File: src/rtl/sd_spi_pkg.sv
// Shared definitions for the SD-card SPI framing stages.
//   xfer_state_e : per-byte handshake state with the byte engine
//   phase_e      : which part of the command frame is being sent
//   SD_CMD_START : start/transmission bits OR-ed into the command index byte
//   SD_FILL_BYTE : idle MOSI byte (preamble, polling, payload read, trailer)
//   crc7_byte()  : one-byte CRC7 update (x^7 + x^3 + 1), MSB first
package sd_spi_pkg;

  typedef enum logic [2:0] {
    ST_IDLE,
    ST_LOAD,
    ST_XFER,
    ST_RELEASE,
    ST_DONE
  } xfer_state_e;

  typedef enum logic [2:0] {
    PH_PRE,
    PH_CMD,
    PH_POLL,
    PH_RESP,
    PH_POST
  } phase_e;

  localparam logic [7:0] SD_CMD_START = 8'h40;
  localparam logic [7:0] SD_FILL_BYTE = 8'hFF;

  // Eight serial CRC steps unrolled into one combinational update.
  function automatic logic [6:0] crc7_byte(input logic [6:0] crc, input logic [7:0] data);
    logic [6:0] c;
    logic       fb;
    c = crc;
    for (int i = 7; i >= 0; i--) begin
      fb = c[6] ^ data[i];
      c  = {c[5:0], 1'b0};
      if (fb) c = c ^ 7'h09;
    end
    return c;
  endfunction

endpackage

File: src/rtl/sd_spi_crc7.sv
// Registered CRC7 accumulator, one byte per enabled cycle.
//   clk210_p, reset_n_p : clock, asynchronous active-low reset
//   clr                 : restart the CRC at zero (wins over en)
//   en, data            : fold data into the CRC this cycle
//   crc                 : current CRC7 value
module sd_spi_crc7
  import sd_spi_pkg::*;
(
  input  logic       clk210_p,
  input  logic       reset_n_p,
  input  logic       clr,
  input  logic       en,
  input  logic [7:0] data,
  output logic [6:0] crc
);

  // NOTE: state is updated with non-blocking assignments so every flop
  // samples pre-edge values regardless of process ordering.
  always_ff @(posedge clk210_p or negedge reset_n_p) begin
    if (!reset_n_p)  crc <= 7'd0;
    else if (clr)    crc <= 7'd0;
    else if (en)     crc <= crc7_byte(crc, data);
  end

endmodule

File: src/rtl/sd_spi_cmd_frame.sv
// SD SPI command framing: sends preamble, 6-byte command with CRC7, polls
// for R1, optionally reads a 4-byte R3/R7 payload, then a trailer byte with
// SS released. Drives the byte engine via init_trans / byte_done and owns SS.
//   cmd_*               : request side (start, index, arg, flags) and results
//   sd_spi_ss_n_p       : SD chip select, active-low
//   sd_spi_htransfer_*  : byte to / from the byte engine
//   sd_spi_init_trans_p : transfer request, held until byte_done
//   sd_spi_byte_done_p  : byte complete from the byte engine
module sd_spi_cmd_frame
  import sd_spi_pkg::*;
#(
  parameter int NCR_MAX   = 8,
  parameter int PRE_BYTES = 1
) (
  input  logic        clk210_p,
  input  logic        reset_n_p,
  input  logic        cmd_start_p,
  input  logic [5:0]  cmd_index_p,
  input  logic [31:0] cmd_arg_p,
  input  logic        cmd_long_resp_p,
  input  logic        cmd_keep_ss_p,
  output logic        cmd_busy_p,
  output logic        cmd_done_p,
  output logic [7:0]  cmd_r1_p,
  output logic [31:0] cmd_resp_p,
  output logic        cmd_timeout_p,
  output logic        sd_spi_ss_n_p,
  output logic [7:0]  sd_spi_htransfer_out_p,
  input  logic [7:0]  sd_spi_htransfer_in_p,
  output logic        sd_spi_init_trans_p,
  input  logic        sd_spi_byte_done_p
);

  localparam logic [3:0] PRE_LAST  = 4'(PRE_BYTES - 1);
  localparam logic [7:0] POLL_LAST = 8'(NCR_MAX - 1);
  localparam logic [3:0] CMD_LAST  = 4'd5;
  localparam logic [3:0] RESP_LAST = 4'd3;

  xfer_state_e state_q, state_d;
  phase_e      phase_q, phase_d;
  logic [3:0]  byte_cnt_q, byte_cnt_d;
  logic [7:0]  poll_cnt_q, poll_cnt_d;

  logic [5:0]  idx_q;
  logic [31:0] arg_q;
  logic        long_q, keep_q;
  logic [7:0]  rx_q;
  logic [6:0]  crc_q;
  logic [7:0]  cur_byte;

  logic accept, frame_end, enter_post, r1_hit, set_timeout, shift_resp;
  logic crc_en;

  assign accept = cmd_start_p && !cmd_busy_p;

  sd_spi_crc7 u_crc (
    .clk210_p (clk210_p),
    .reset_n_p(reset_n_p),
    .clr      (accept),
    .en       (crc_en),
    .data     (cur_byte),
    .crc      (crc_q)
  );

  // State register: handshake state, frame phase and counters.
  always_ff @(posedge clk210_p or negedge reset_n_p) begin
    if (!reset_n_p) begin
      state_q    <= ST_IDLE;
      phase_q    <= PH_PRE;
      byte_cnt_q <= 4'd0;
      poll_cnt_q <= 8'd0;
    end else begin
      state_q    <= state_d;
      phase_q    <= phase_d;
      byte_cnt_q <= byte_cnt_d;
      poll_cnt_q <= poll_cnt_d;
    end
  end

  // Next state. Phase decisions happen once per byte, when RELEASE sees
  // byte_done low, using the byte captured in XFER.
  always_comb begin
    // NOTE: every signal assigned here gets a default first, so no path
    // leaves one unassigned and no latch is inferred.
    state_d     = state_q;
    phase_d     = phase_q;
    byte_cnt_d  = byte_cnt_q;
    poll_cnt_d  = poll_cnt_q;
    frame_end   = 1'b0;
    enter_post  = 1'b0;
    r1_hit      = 1'b0;
    set_timeout = 1'b0;
    shift_resp  = 1'b0;
    case (state_q)
      ST_IDLE, ST_DONE: begin
        state_d = ST_IDLE;
        if (accept) begin
          state_d    = ST_LOAD;
          phase_d    = (PRE_BYTES > 0) ? PH_PRE : PH_CMD;
          byte_cnt_d = 4'd0;
          poll_cnt_d = 8'd0;
        end
      end
      ST_LOAD: state_d = ST_XFER;
      ST_XFER: if (sd_spi_byte_done_p) state_d = ST_RELEASE;
      ST_RELEASE: if (!sd_spi_byte_done_p) begin
        state_d    = ST_LOAD;
        byte_cnt_d = byte_cnt_q + 4'd1;
        case (phase_q)
          PH_PRE: if (byte_cnt_q == PRE_LAST) begin
            phase_d    = PH_CMD;
            byte_cnt_d = 4'd0;
          end
          PH_CMD: if (byte_cnt_q == CMD_LAST) begin
            phase_d    = PH_POLL;
            byte_cnt_d = 4'd0;
          end
          PH_POLL: begin
            byte_cnt_d = 4'd0;
            if (!rx_q[7]) begin
              r1_hit = 1'b1;
              if (long_q) phase_d = PH_RESP;
              else        frame_end = 1'b1;
            end else if (poll_cnt_q == POLL_LAST) begin
              set_timeout = 1'b1;
              frame_end   = 1'b1;
            end else begin
              poll_cnt_d = poll_cnt_q + 8'd1;
            end
          end
          PH_RESP: begin
            shift_resp = 1'b1;
            if (byte_cnt_q == RESP_LAST) frame_end = 1'b1;
          end
          default: state_d = ST_DONE;  // PH_POST: trailer sent
        endcase
        if (frame_end) begin
          if (keep_q) begin
            state_d = ST_DONE;
          end else begin
            phase_d    = PH_POST;
            byte_cnt_d = 4'd0;
            enter_post = 1'b1;
          end
        end
      end
      default: state_d = ST_IDLE;
    endcase
  end

  // Outputs decoded from state, and the byte to present on LOAD.
  always_comb begin
    cmd_busy_p = (state_q == ST_LOAD) || (state_q == ST_XFER) || (state_q == ST_RELEASE);
    cmd_done_p = (state_q == ST_DONE);
    crc_en     = (state_q == ST_LOAD) && (phase_q == PH_CMD) && (byte_cnt_q < CMD_LAST);
    cur_byte   = SD_FILL_BYTE;
    if (phase_q == PH_CMD) begin
      case (byte_cnt_q)
        4'd0:    cur_byte = SD_CMD_START | {2'b00, idx_q};
        4'd1:    cur_byte = arg_q[31:24];
        4'd2:    cur_byte = arg_q[23:16];
        4'd3:    cur_byte = arg_q[15:8];
        4'd4:    cur_byte = arg_q[7:0];
        default: cur_byte = {crc_q, 1'b1};
      endcase
    end
  end

  // Registered outputs and the captured request.
  always_ff @(posedge clk210_p or negedge reset_n_p) begin
    if (!reset_n_p) begin
      sd_spi_ss_n_p          <= 1'b1;
      sd_spi_init_trans_p    <= 1'b0;
      sd_spi_htransfer_out_p <= SD_FILL_BYTE;
      cmd_r1_p               <= 8'hFF;
      cmd_resp_p             <= 32'd0;
      cmd_timeout_p          <= 1'b0;
      idx_q                  <= 6'd0;
      arg_q                  <= 32'd0;
      long_q                 <= 1'b0;
      keep_q                 <= 1'b0;
      rx_q                   <= 8'd0;
    end else begin
      if (accept) begin
        sd_spi_ss_n_p <= 1'b0;
        idx_q         <= cmd_index_p;
        arg_q         <= cmd_arg_p;
        long_q        <= cmd_long_resp_p;
        keep_q        <= cmd_keep_ss_p;
        cmd_timeout_p <= 1'b0;
        cmd_r1_p      <= 8'hFF;
        cmd_resp_p    <= 32'd0;
      end
      if (state_q == ST_LOAD) begin
        sd_spi_htransfer_out_p <= cur_byte;
        sd_spi_init_trans_p    <= 1'b1;
      end
      if (state_q == ST_XFER && sd_spi_byte_done_p) begin
        sd_spi_init_trans_p <= 1'b0;
        rx_q                <= sd_spi_htransfer_in_p;
      end
      if (r1_hit)     cmd_r1_p <= rx_q;
      if (shift_resp) cmd_resp_p <= {cmd_resp_p[23:0], rx_q};
      if (set_timeout) begin
        cmd_timeout_p <= 1'b1;
        cmd_r1_p      <= 8'hFF;
      end
      if (enter_post) sd_spi_ss_n_p <= 1'b1;
    end
  end

endmodule
File: config.mk
export PLATFORM = sky130hd
export DESIGN_NAME = sd_spi_cmd_frame
export DESIGN_NICKNAME = d
export VERILOG_FILES = /design/src/rtl/sd_spi_pkg.sv /design/src/rtl/sd_spi_crc7.sv /design/src/rtl/sd_spi_cmd_frame.sv
export SDC_FILE = /design/constraint.sdc
export NUM_CORES = 1
export LEC_CHECK = 0
export ABC_CLOCK_PERIOD_IN_PS = 7840
export CAP_MARGIN = 20
export CORE_ASPECT_RATIO = 1.5
export CORE_UTILIZATION = 30
export DETAILED_ROUTE_END_ITERATION = 6
export GPL_ROUTABILITY_DRIVEN = 0
export PLACE_DENSITY = 0.59
export SLEW_MARGIN = 10
export SYNTH_ARGS = -nofsm -noshare
export SYNTH_HDL_FRONTEND = slang
export SYNTH_HIERARCHICAL = 1
export SYNTH_SLANG_ARGS = --single-unit
File: constraint.sdc
create_clock -name clk210_p -period 7.84 [get_ports clk210_p]
set_input_delay 0.784 -clock clk210_p [delete_from_list [all_inputs] [get_ports clk210_p]]
set_output_delay 0.784 -clock clk210_p [all_outputs]
set_load 0.05 [all_outputs]
Yosys cells after proc, flatten, opt, wreduce, memory -nomap -nowiden
Cells that the tools add are included.
{"block": "op_classes", "n_mux": 89, "n_lt_le_gt_ge": 1, "n_bitwise": 16, "reduce_logical": 22, "n_eq_ne": 19, "n_addsub": 2}
{"op": "two-way mux 7 bit", "n": 16}
{"op": "two-way mux 8 bit", "n": 9}
{"op": "two-way mux 32 bit", "n": 2}
{"op": "two-way mux 4 bit", "n": 14}
{"op": "case mux 8 bit (5 select lines)", "n": 1}
{"op": "two-way mux 3 bit", "n": 13}
{"op": "two-way mux 1 bit", "n": 27}
{"op": "inverter 2 bit", "n": 8}
{"op": "case mux 8 bit (2 select lines)", "n": 1}
{"op": "== test 3 x 2 -> 1 bit, second input constant", "n": 4}
{"op": "case mux 3 bit (4 select lines)", "n": 1}
{"op": "case mux 4 bit (3 select lines)", "n": 1}
{"op": "nonzero test 2 bit", "n": 6}
{"op": "inequality test 2 bit, second input constant", "n": 5}
{"op": "case mux 3 bit (3 select lines)", "n": 1}
{"op": "adder 8 x 1 -> 8 bit, second input constant", "n": 1}
{"op": "== test 4 x 2 -> 1 bit, second input constant", "n": 2}
{"op": "== test 4 x 3 -> 1 bit, second input constant", "n": 2}
{"op": "== test 8 x 3 -> 1 bit, second input constant", "n": 1}
{"op": "case mux 4 bit (2 select lines)", "n": 1}
{"op": "XOR 1 bit", "n": 8}
{"op": "== test 3 x 1 -> 1 bit, second input constant", "n": 2}
{"op": "zero test 3 bit", "n": 2}
{"op": "case mux 3 bit (2 select lines)", "n": 1}
{"op": "16 further kinds", "n": 20}
{"block": "word_totals", "elab_cells": 165, "ff_bits": 124, "inputBits": 52, "output_inout_bits": 53}

Logic depth before layout (Yosys ltp)
{"block": "depth", "word_depth": 35, "ltp_mapped": 11, "depth_no_buf": 10}

Cells and area by module
Netlist, hierarchy kept.
{"module": "sd_spi_cmd_frame", "seq_area_each_um2": 2949.1, "cells_each": 561, "n_inst": 1, "area_each_um2": 5347.6}
{"module": "sd_spi_crc7", "seq_area_each_um2": 175.2, "cells_each": 46, "n_inst": 1, "area_each_um2": 498.0}

Worst setup path after synthesis
OpenSTA, ideal clock, no wires.
{"block": "synth_path", "path_kind": "flip-flop to flip-flop", "startpoint": "register byte_cnt_q[0]", "endpoint": "register u_crc.crc[5]", "synth_period_minus_slack_ps": 2597, "path_stages_with_launch": 12, "path_slack_ps": 5243, "path_buffers": 1, "t_arrival_ps": 2470, "required_time_ps": 7713, "setup_time_ps": 127, "path_cell_list": "dfrtp_1 > inv_1 > ha_1 > buf_2 > nor3_1 > o21ai_0 > nand2_1 > a221o_1 > xnor2_2 > xnor3_1 > nor2_1 > mux2_1"}
{"block": "synth_via", "elab_chain_cells": 21, "elab_cells_between_ends": 33, "classes_between": "order compare (1); eq/ne (4); mux (21); bitwise (4); reduce/logical (3)"}
{"item": "from (decl)", "line_no": "sd_spi_cmd_frame.sv:41", "source": "logic [3:0] byte_cnt_q, byte_cnt_d;"}
{"item": "from (signal assigned)", "line_no": "sd_spi_cmd_frame.sv:75", "source": "byte_cnt_q <= byte_cnt_d;"}
{"item": "== test 4 x 3 -> 1 bit (tied with other cells)", "line_no": "sd_spi_cmd_frame.sv:158", "source": "case (byte_cnt_q)"}
{"item": "case mux 8 bit (5 select lines) (*)", "line_no": "sd_spi_cmd_frame.sv:158"}
{"item": "two-way mux 8 bit (*)", "line_no": "sd_spi_cmd_frame.sv:157", "source": "if (phase_q == PH_CMD) begin"}
{"item": "via cur_byte[5]", "line_no": "sd_spi_cmd_frame.sv:49", "source": "logic [7:0] cur_byte;"}
{"item": "XOR 1 bit (*)", "line_no": "sd_spi_pkg.sv:34", "source": "fb = c[6] ^ data[i];"}
{"item": "two-way mux 4 bit (*)", "line_no": "sd_spi_pkg.sv:36", "source": "if (fb) c = c ^ 7'h09;"}
{"item": "two-way mux 7 bit (*)", "line_no": "sd_spi_crc7.sv:22", "source": "else if (en) crc <= crc7_byte(crc, data);"}
{"item": "two-way mux 7 bit (*)", "line_no": "sd_spi_crc7.sv:21", "source": "else if (clr) crc <= 7'd0;"}
{"item": "[... 6 more ...]"}
{"item": "inverter 2 bit (no source line)"}
{"item": "two-way mux 4 bit (*)", "line_no": "sd_spi_pkg.sv:36"}
{"item": "two-way mux 7 bit (*)", "line_no": "sd_spi_crc7.sv:22"}
{"item": "two-way mux 7 bit (*)", "line_no": "sd_spi_crc7.sv:21"}
{"item": "two-way mux 7 bit (*)", "line_no": "sd_spi_crc7.sv:22"}
{"item": "two-way mux 7 bit (*)", "line_no": "sd_spi_crc7.sv:21"}
{"item": "two-way mux 7 bit (*)", "line_no": "sd_spi_crc7.sv:22"}
{"item": "two-way mux 7 bit (*)", "line_no": "sd_spi_crc7.sv:21"}
{"item": "to (signal assigned)", "line_no": "sd_spi_crc7.sv:22"}
{"item": "to (decl)", "line_no": "sd_spi_crc7.sv:14", "source": "output logic [6:0] crc"}
The timed path passes the listed nets; every way through them passes the cells marked *. The select of a mux whose other input is x is not followed.
A chain may end at the register's enable or synchronous reset.

Final worst setup path
Same ends and word-level chain as after synthesis.

==> impl_metrics.toml <==
[run_status]
status = "complete, no violations"

[sta]
drv_slew = 0
rsz0062_at_grt = "no"
fin_skew_ns = 0.009818
tns_ns = 0
min_period_ns = 3.039
setup_viol = 0
setup_ws_ns = 4.801
report.final.hold_viol_count = 0
max_freq_ghz = 0.3290
period_share_pct = 38.76
max-slew-margin-rel_pct = 39.33
tightestPinTransition_ns = 0.9101
holdWs_ns = 0.4643

[critical_path]
cp_cell_sequence = "inv_1, ha_1, inv_1, o21ai_0, nand2_1, a221o_1, xnor2_2, xnor3_1, nor2_1, mux2_1"
critPathCaptureType = "flip-flop"
critical_path_class = "flip-flop to flip-flop"
crit_fanout = 14
cp.arrival_ns = 3.35
slowest_stage = "ha_1"
path_delay_family = "XOR/XNOR gates"
crit_buf_inv = 2
cpMostUsedCell = "inv_1"
crit_required_ns = 8.15
cp-start-kind = "flip-flop"
critPathMaxStageDelay_ns = 0.49

[clock_tree]
cts.sinks = 124
clkTransAtPathRegs_ns = 0.06
htreeDepth = 4
cts-resized-gates = 0
post_cts_buffers = 0
cts_inserted_buffers = 17
cts_hold_buf = 0
cts_tree = "built"
clockRootBuffer = "clkbuf_16"
clk_latency_ns = 0.42
cts_buffer_depth = 2

[placed_design]
place_ws_ns = 4.750
place_area_um2 = 7103
dp_hpwl_mm = 10.27
dp_cells = 940
io_buffer_count = 104

[logic_synthesis]
synth_top_cell_by_area = "dfrtp_1"
synth_area_leaders = "dfrtp_1 46%, nand2_1 13%, dfstp_2 7.6%"
synth_top_area_share_pct = 45.80
syn_inst = 607
yosys_warnings = 6
synth_area_um2 = 5846
synth_ff_type = "dfrtp_1"
syn_avg_cell_area_um2 = 9.630
ys_ff_latch = 124
yosysSeqAreaShare_pct = 53.45
synth_fp_nets = 665
synth_cell_types = 68
synthArstFlopShare_pct = 100.0
synth_edf_count = 0

[layout]
final_area_um2 = 7714
fillers = 1925
final_util_pct = 40.42
stdcell_count = 972
num_antenna_cells = 0
drive_gt1_share_pct = 11.87
multi_input_area_um2 = 2530
most-common-layout-cells = "208 x nand2_1, 107 x dfrtp_1, 103 x clkdlybuf4s50_1"
ff_latch_area_um2 = 3124
fin_nets = 761
final_common_cell = "nand2_1"
synthToLayoutAreaGrowth_pct = 31.96

[global_routing]
antenna_found_initial = 0
grt.total_usage_pct = 15.72
overflow = 0
grt_pass1_vias = 4507
grt_pass1_wl_mm = 24.12
grt_max_degree = 76

[pwr]
p_leak_nw = 3.334
ir_drop_uv = 172.4
power_mw = 2.756
power_density_nw_per_um2 = 357.3

[floorplan]
start_util_pct = 30.63
ioPinCount = 105
core_area_um2 = 19080
die_w_um = 116.0
die-area_um2 = 20060
rows = 62
dieHeight_um = 173.0

[min_path]
hold_path_class = "flip-flop to flip-flop"

[detailed_routing]
ant_nets = 0
num_vias = 4609
routed_via_density = 4.742
routed_wl_mm = 14.78
drtIter0Drc = 248
avgRoutedWirePerCell_um = 15.20
drc = 0
drt_first_pass_iters = 5

[job]
maxCapViolations = 0
## cells in the mapped netlist (3+ instances only)
| cell type | instances |
|---|---|
| clkinv_1 | 3 |
| a21oi_1 | 12 |
| a31oi_1 | 3 |
| buf_2 | 10 |
| a32o_1 | 4 |
| o21ai_0 | 52 |
| nor3_1 | 6 |
| dfstp_2 | 17 |
| o22a_1 | 9 |
| or4_1 | 3 |
| o31ai_1 | 4 |
| ha_1 | 6 |
| nor2b_1 | 5 |
| clkbuf_1 | 10 |
| nor3b_1 | 4 |
| nor2_1 | 16 |
| xor2_1 | 3 |
| inv_1 | 11 |
| mux2_2 | 17 |
| xnor2_1 | 8 |
| buf_1 | 7 |
| or3_1 | 3 |
| a221o_1 | 6 |
| a222oi_1 | 7 |
| nand2_1 | 208 |
| nand3_1 | 6 |
| dfrtp_1 | 107 |
| a21o_1 | 5 |
## routing by layer
metal	GRT usage, %	part of all wire (%)	wire (µm)
met1	19.80	43	6416
met2	25.74	51	7584
met3	3.435	3.6	525
met4	6.464	1.7	252
met5	0	0	0
## state kept, by name (all words and copies together), names as in the netlist, 3 cells and up
signal and count:
sd_spi_htransfer_out_p 8, cmd_r1_p 8, phase_q 3, poll_cnt_q 8
byte_cnt_q 4, cmd_resp_p 32, idx_q 6, arg_q 32
state_q 3, rx_q 8, u_crc/crc 7
## cell type report
type | instances | share of cell area (%)
Clock inverter | 14 | 2.222
Sequential cell | 124 | 40.50
Tap cell | 256 | 4.152
Clock buffer | 18 | 5.693
Multi-Input combinational cell | 437 | 32.80
Inverter | 14 | 0.6813
Timing Repair Buffer | 109 | 13.95
## final timing paths
check	from	end	slack, ns	depth (start not counted)
worst max-delay path	byte_cnt_q[0]	u_crc/crc[5]	4.80	10
worst min-delay path	sd_spi_ss_n_p	sd_spi_ss_n_p	0.46	2
worst max register to register	byte_cnt_q[0]	u_crc/crc[5]	4.80	10
worst min register to register	sd_spi_ss_n_p	sd_spi_ss_n_p	0.46	2
max in group asynchronous	reset_n_p	arg_q[11]	6.10	2
min in group asynchronous	reset_n_p	poll_cnt_q[6]	0.51	1
## kinds of logic after synthesis
group | count (synthesis) | synth area share, %
and+or+nand+nor | 274 | 20.78
DFF | 124 | 53.45
AOI/OAI and AO/OA | 121 | 13.96
buffers and inverters | 46 | 3.468
muxes | 20 | 3.810
xor gates and xnor gates | 16 | 3.254
adders and majority gates | 6 | 1.284
## worst min-delay path, cell delays in order (launching register included)
cell and delay [ns]:
dfstp_2 0.37, nand2_1 0.05, nand2_1 0.05
## power breakdown
group	switching, mW	leakage, nW	internal (mW)
logic	0.543	1.46	0.420
registers	0.154	1.58	0.824
clock network	0.326	0.299	0.490
Power figures use the tool's default switching activity.
==> RTL change 1: new RTL, same flow settings <==
The 5 values of `phase_e` get a one-hot encoding in 5 bits.
--- a/src/rtl/sd_spi_pkg.sv
+++ b/src/rtl/sd_spi_pkg.sv
@@ -16,8 +16,8 @@
 
-  typedef enum logic [2:0] {
-    PH_PRE,
-    PH_CMD,
-    PH_POLL,
-    PH_RESP,
-    PH_POST
+  typedef enum logic [4:0] {
+    PH_PRE  = 5'b00001,
+    PH_CMD  = 5'b00010,
+    PH_POLL = 5'b00100,
+    PH_RESP = 5'b01000,
+    PH_POST = 5'b10000
   } phase_e;
Function: no difference found for any inputs over 10 cycles, from zero or initial values and one cycle with reset_n_p low; not proved beyond that.
==> RTL change 1 against the unedited design <==
Sequential cell count up 2; power down 5.2%; worst setup slack worse by 0.034 ns; design area grew 1.1%; routed wire length down 0.22%; synthesized area up 1.2%; global-route usage is 0.19 points lower; via count rose by 2.3%; largest cell class unchanged.
==> RTL change 1: results (changes against the unedited design) <==
| Metric | Value |
|---|---|
| Place WS | 4.708 ns (-0.04138 ns) |
| First drt pass iteration count | 6 (+1) |
| Worst-Margin Slew | 0.8245 ns (-0.08559 ns) |
| Min-Delay Path Class | in -> async |
| Reg2reg path depth | 9 (-1) |
| DR vias/cell | 4.768 (+0.56%) |
| First-pass GRT wire length | 24300 um (+0.77%) |
| Leak | 3.549 nW (+6.4%) |
| Netlist cell types | 64 (-5.9%) |
| Post-synthesis compound-gate area fraction | 0.09606 (-0.04349) |
| Clk power | 0.775 mW (-5.0%) |
| Worst hold slack | 0.4308 ns (-0.03355 ns) |
| Worst EP arrival | 3.38 ns (+0.03 ns) |
| Metal2 WL | 7589 um (about the same) |
| Initial drt markers | 322 (+30%) |
| GR Util met2 | 0.2564 (-0.001030) |
| Maximum fanout along the worst path | 12 (-2) |
| Grt met3 use | 0.03033 (-0.004015) |
| Worst setup path end | u_crc/crc[5]$_DFFE_PN0P_ |
| Synth top area cells | dfrtp_1 (46%), nand2_1 (13%), dfstp_2 (8.0%) |
| Total GRT Usage | 0.1553 (-0.001902) |
| Synth cell count leaders | nand2_1 (202), dfrtp_1 (108), nand3_1 (42) |
| R2R Setup Slk | 4.77 ns (-0.03 ns) |
| Detailed Place HPWL | 10380 um (+1.1%) |
| Post-layout minimum cycle time | 3.073 ns (+0.03427 ns) |
| Psw | 1.011 mW (-1.1%) |
| Seq/Total Area, Yosys | 0.5370 (+0.002569) |
| Post-place instance area | 7199 um2 (+1.4%) |
| Syn_nets | 683 (+2.7%) |
| P_int | 1.602 mW (-7.6%) |
| Vias in the first global route | 4646 (+3.1%) |
| Dpl cells | 957 (+1.8%) |
| Synth Area in Adders | 0.01270 (-0.0001467) |
| XOR/XNOR share of the synthesized area | 0.04253 (+0.009996) |
| M1 GR Usage | 0.1997 (+0.001764) |
| Non-Filler Instances | 989 (+1.7%) |
| Mux cell area share after synthesis | 0.03428 (-0.003821) |
| Fin nets | 778 (+2.2%) |
| Cells after synthesis | 625 (+3.0%) |
| Routed wl met3 | 561 um (+6.9%) |
| Outcome | finished, final reports clean |
| Clock skew | 0.01309 ns (+0.003271 ns) |
| Sequential Power | 0.988 mW (+1%) |
| Wire length on met1 | 6361 um (-0.86%) |
==> RTL change 1: changes by cell type after synthesis, sizes merged, moves of 10 or more <==
| cell | before | now |
|---|---|---|
| buf | 20 | 10 |
| clkbuf | 12 | 25 |
| nand3 | 6 | 42 |
| nor2 | 16 | 40 |
| o21ai | 54 | 12 |
==> RTL change 1: layout make-up <==
type / instances / area, um2
clock buffers: 17 / 425.4
well taps: 256 / 320.3
flip-flops and latches: 126 / 3176
inverters: 7 / 26.28
fillers: 1974 / 11440
repair buffers: 111 / 1099
multi-input cells: 457 / 2579
clock inverters: 15 / 170.2
==> RTL change 1: critical path, stage by stage (launching register included) <==
cell and delay (ns):
dfrtp_1 0.44, ha_1 0.39, nor3_1 0.23, nor2_1 0.06, o21bai_1 0.51, a21oi_1 0.13
o21ai_0 0.24, xnor3_1 0.51, nor2_1 0.12, mux2_1 0.33
==> RTL change 2: new RTL, same settings <==
Without the edit above. `NCR_MAX`: 8 -> 6.
--- a/src/rtl/sd_spi_cmd_frame.sv
+++ b/src/rtl/sd_spi_cmd_frame.sv
@@ -11,3 +11,3 @@
 #(
-  parameter int NCR_MAX   = 8,
+  parameter int NCR_MAX   = 6,
   parameter int PRE_BYTES = 1
Check against the original RTL: no difference found for any inputs over 10 cycles, from zero or initial values and one cycle with reset_n_p low; that may be too few to reach the edited logic, so the function may still have changed.
==> RTL change 2 against the unedited design <==
Routed wire length is 3.0% lower; power grew 2.3%; fmax decreased by 3.3%; design area shrank 1.5%; sequential power up 6%; cell count decreased by 6.9%; worst setup slack got worse by 0.10 ns; first-iteration DRC count up 24%; synthesized area is 2.4% lower; count of clock-buffer cells in the layout is 1 lower; worst hold slack got worse by 0.040 ns; sequential cell count unchanged; combinational power is 0.5% higher.
==> RTL change 2: results (changes against the unedited design) <==
| Metric | Value |
|---|---|
| Antenna violations before repair | 1 (+1) |
| Share of cells above drive strength 1 | 0.1317 (+0.01298) |
| Fin nets | 699 (-8.1%) |
| Post-synthesis compound-gate area fraction | 0.1555 (+0.01593) |
| Synth cell count leaders | nand2_1 (141), dfrtp_1 (107), a22o_1 (33) |
| Post-layout minimum cycle time | 3.142 ns (+0.1025 ns) |
| # fillers | 1776 (-7.7%) |
| Clock skew | 0.01086 ns (+0.001042 ns) |
| Synth Area in Adders | 0.01535 (+0.002508) |
| Worst EP arrival | 3.44 ns (+0.09 ns) |
| Layout clock area frac | 0.08049 (+0.001337) |
| Seq/Total Area, Yosys | 0.5476 (+0.01313) |
| Non-Filler Instances | 905 (-6.9%) |
| Place WS | 4.459 ns (-0.2909 ns) |
| Outcome | finished, final reports clean |
| XOR/XNOR share of the synthesized area | 0.03487 (+0.002334) |
| Post-DR wirelength/cell | 15.85 um (+4.2%) |
| Largest net degree at the start of global routing | 69 (-9.2%) |
| Tapcell Cnt | 252 (-1.6%) |
| Vias in the first global route | 4444 (-1.4%) |
| Tot Pwr | 2.818 mW (+2.3%) |
| Slew headroom | 0.4327 (+0.03945) |
| Post-route core utilization | 0.4098 (+0.005627) |
| Synth Area per Inst | 10.49 um2 (+8.9%) |
| Buffer share of cell area | 0.1435 (+0.004043) |
-- RTL change 2: cell count changes after synthesis, sizes merged, moves of 14 or more --
cell | unedited run | this run
buf | 20 | 6
a22o | 1 | 33
nor2 | 16 | 31
o21ai | 54 | 12
clkbuf | 12 | 26
nand2 | 208 | 141
-- RTL change 2: critical path, stage by stage (launching register included) --
cell and delay, ns:
dfrtp_1 0.43, inv_1 0.11, ha_1 0.35, and2_1 0.27, a22oi_1 0.36, nor2_1 0.08
a2111o_1 0.44, xnor2_2 0.22, xnor3_1 0.34, nor2_1 0.10, mux2_1 0.33
-- RTL change 2: layer usage --
layer  wire, um  GRT usage
met5         11          0
met4        245    0.05251
met3        600    0.04251
met2       7520     0.2735
met1       5963     0.1741
-- RTL change 2: cell families after synthesis --
| family | Yosys count |
|---|---|
| compound gates | 110 |
| xor+xnor | 17 |
| fa+ha+maj | 7 |
| buf+inv | 43 |
| flops | 124 |
| mux | 18 |
| simple gates | 225 |
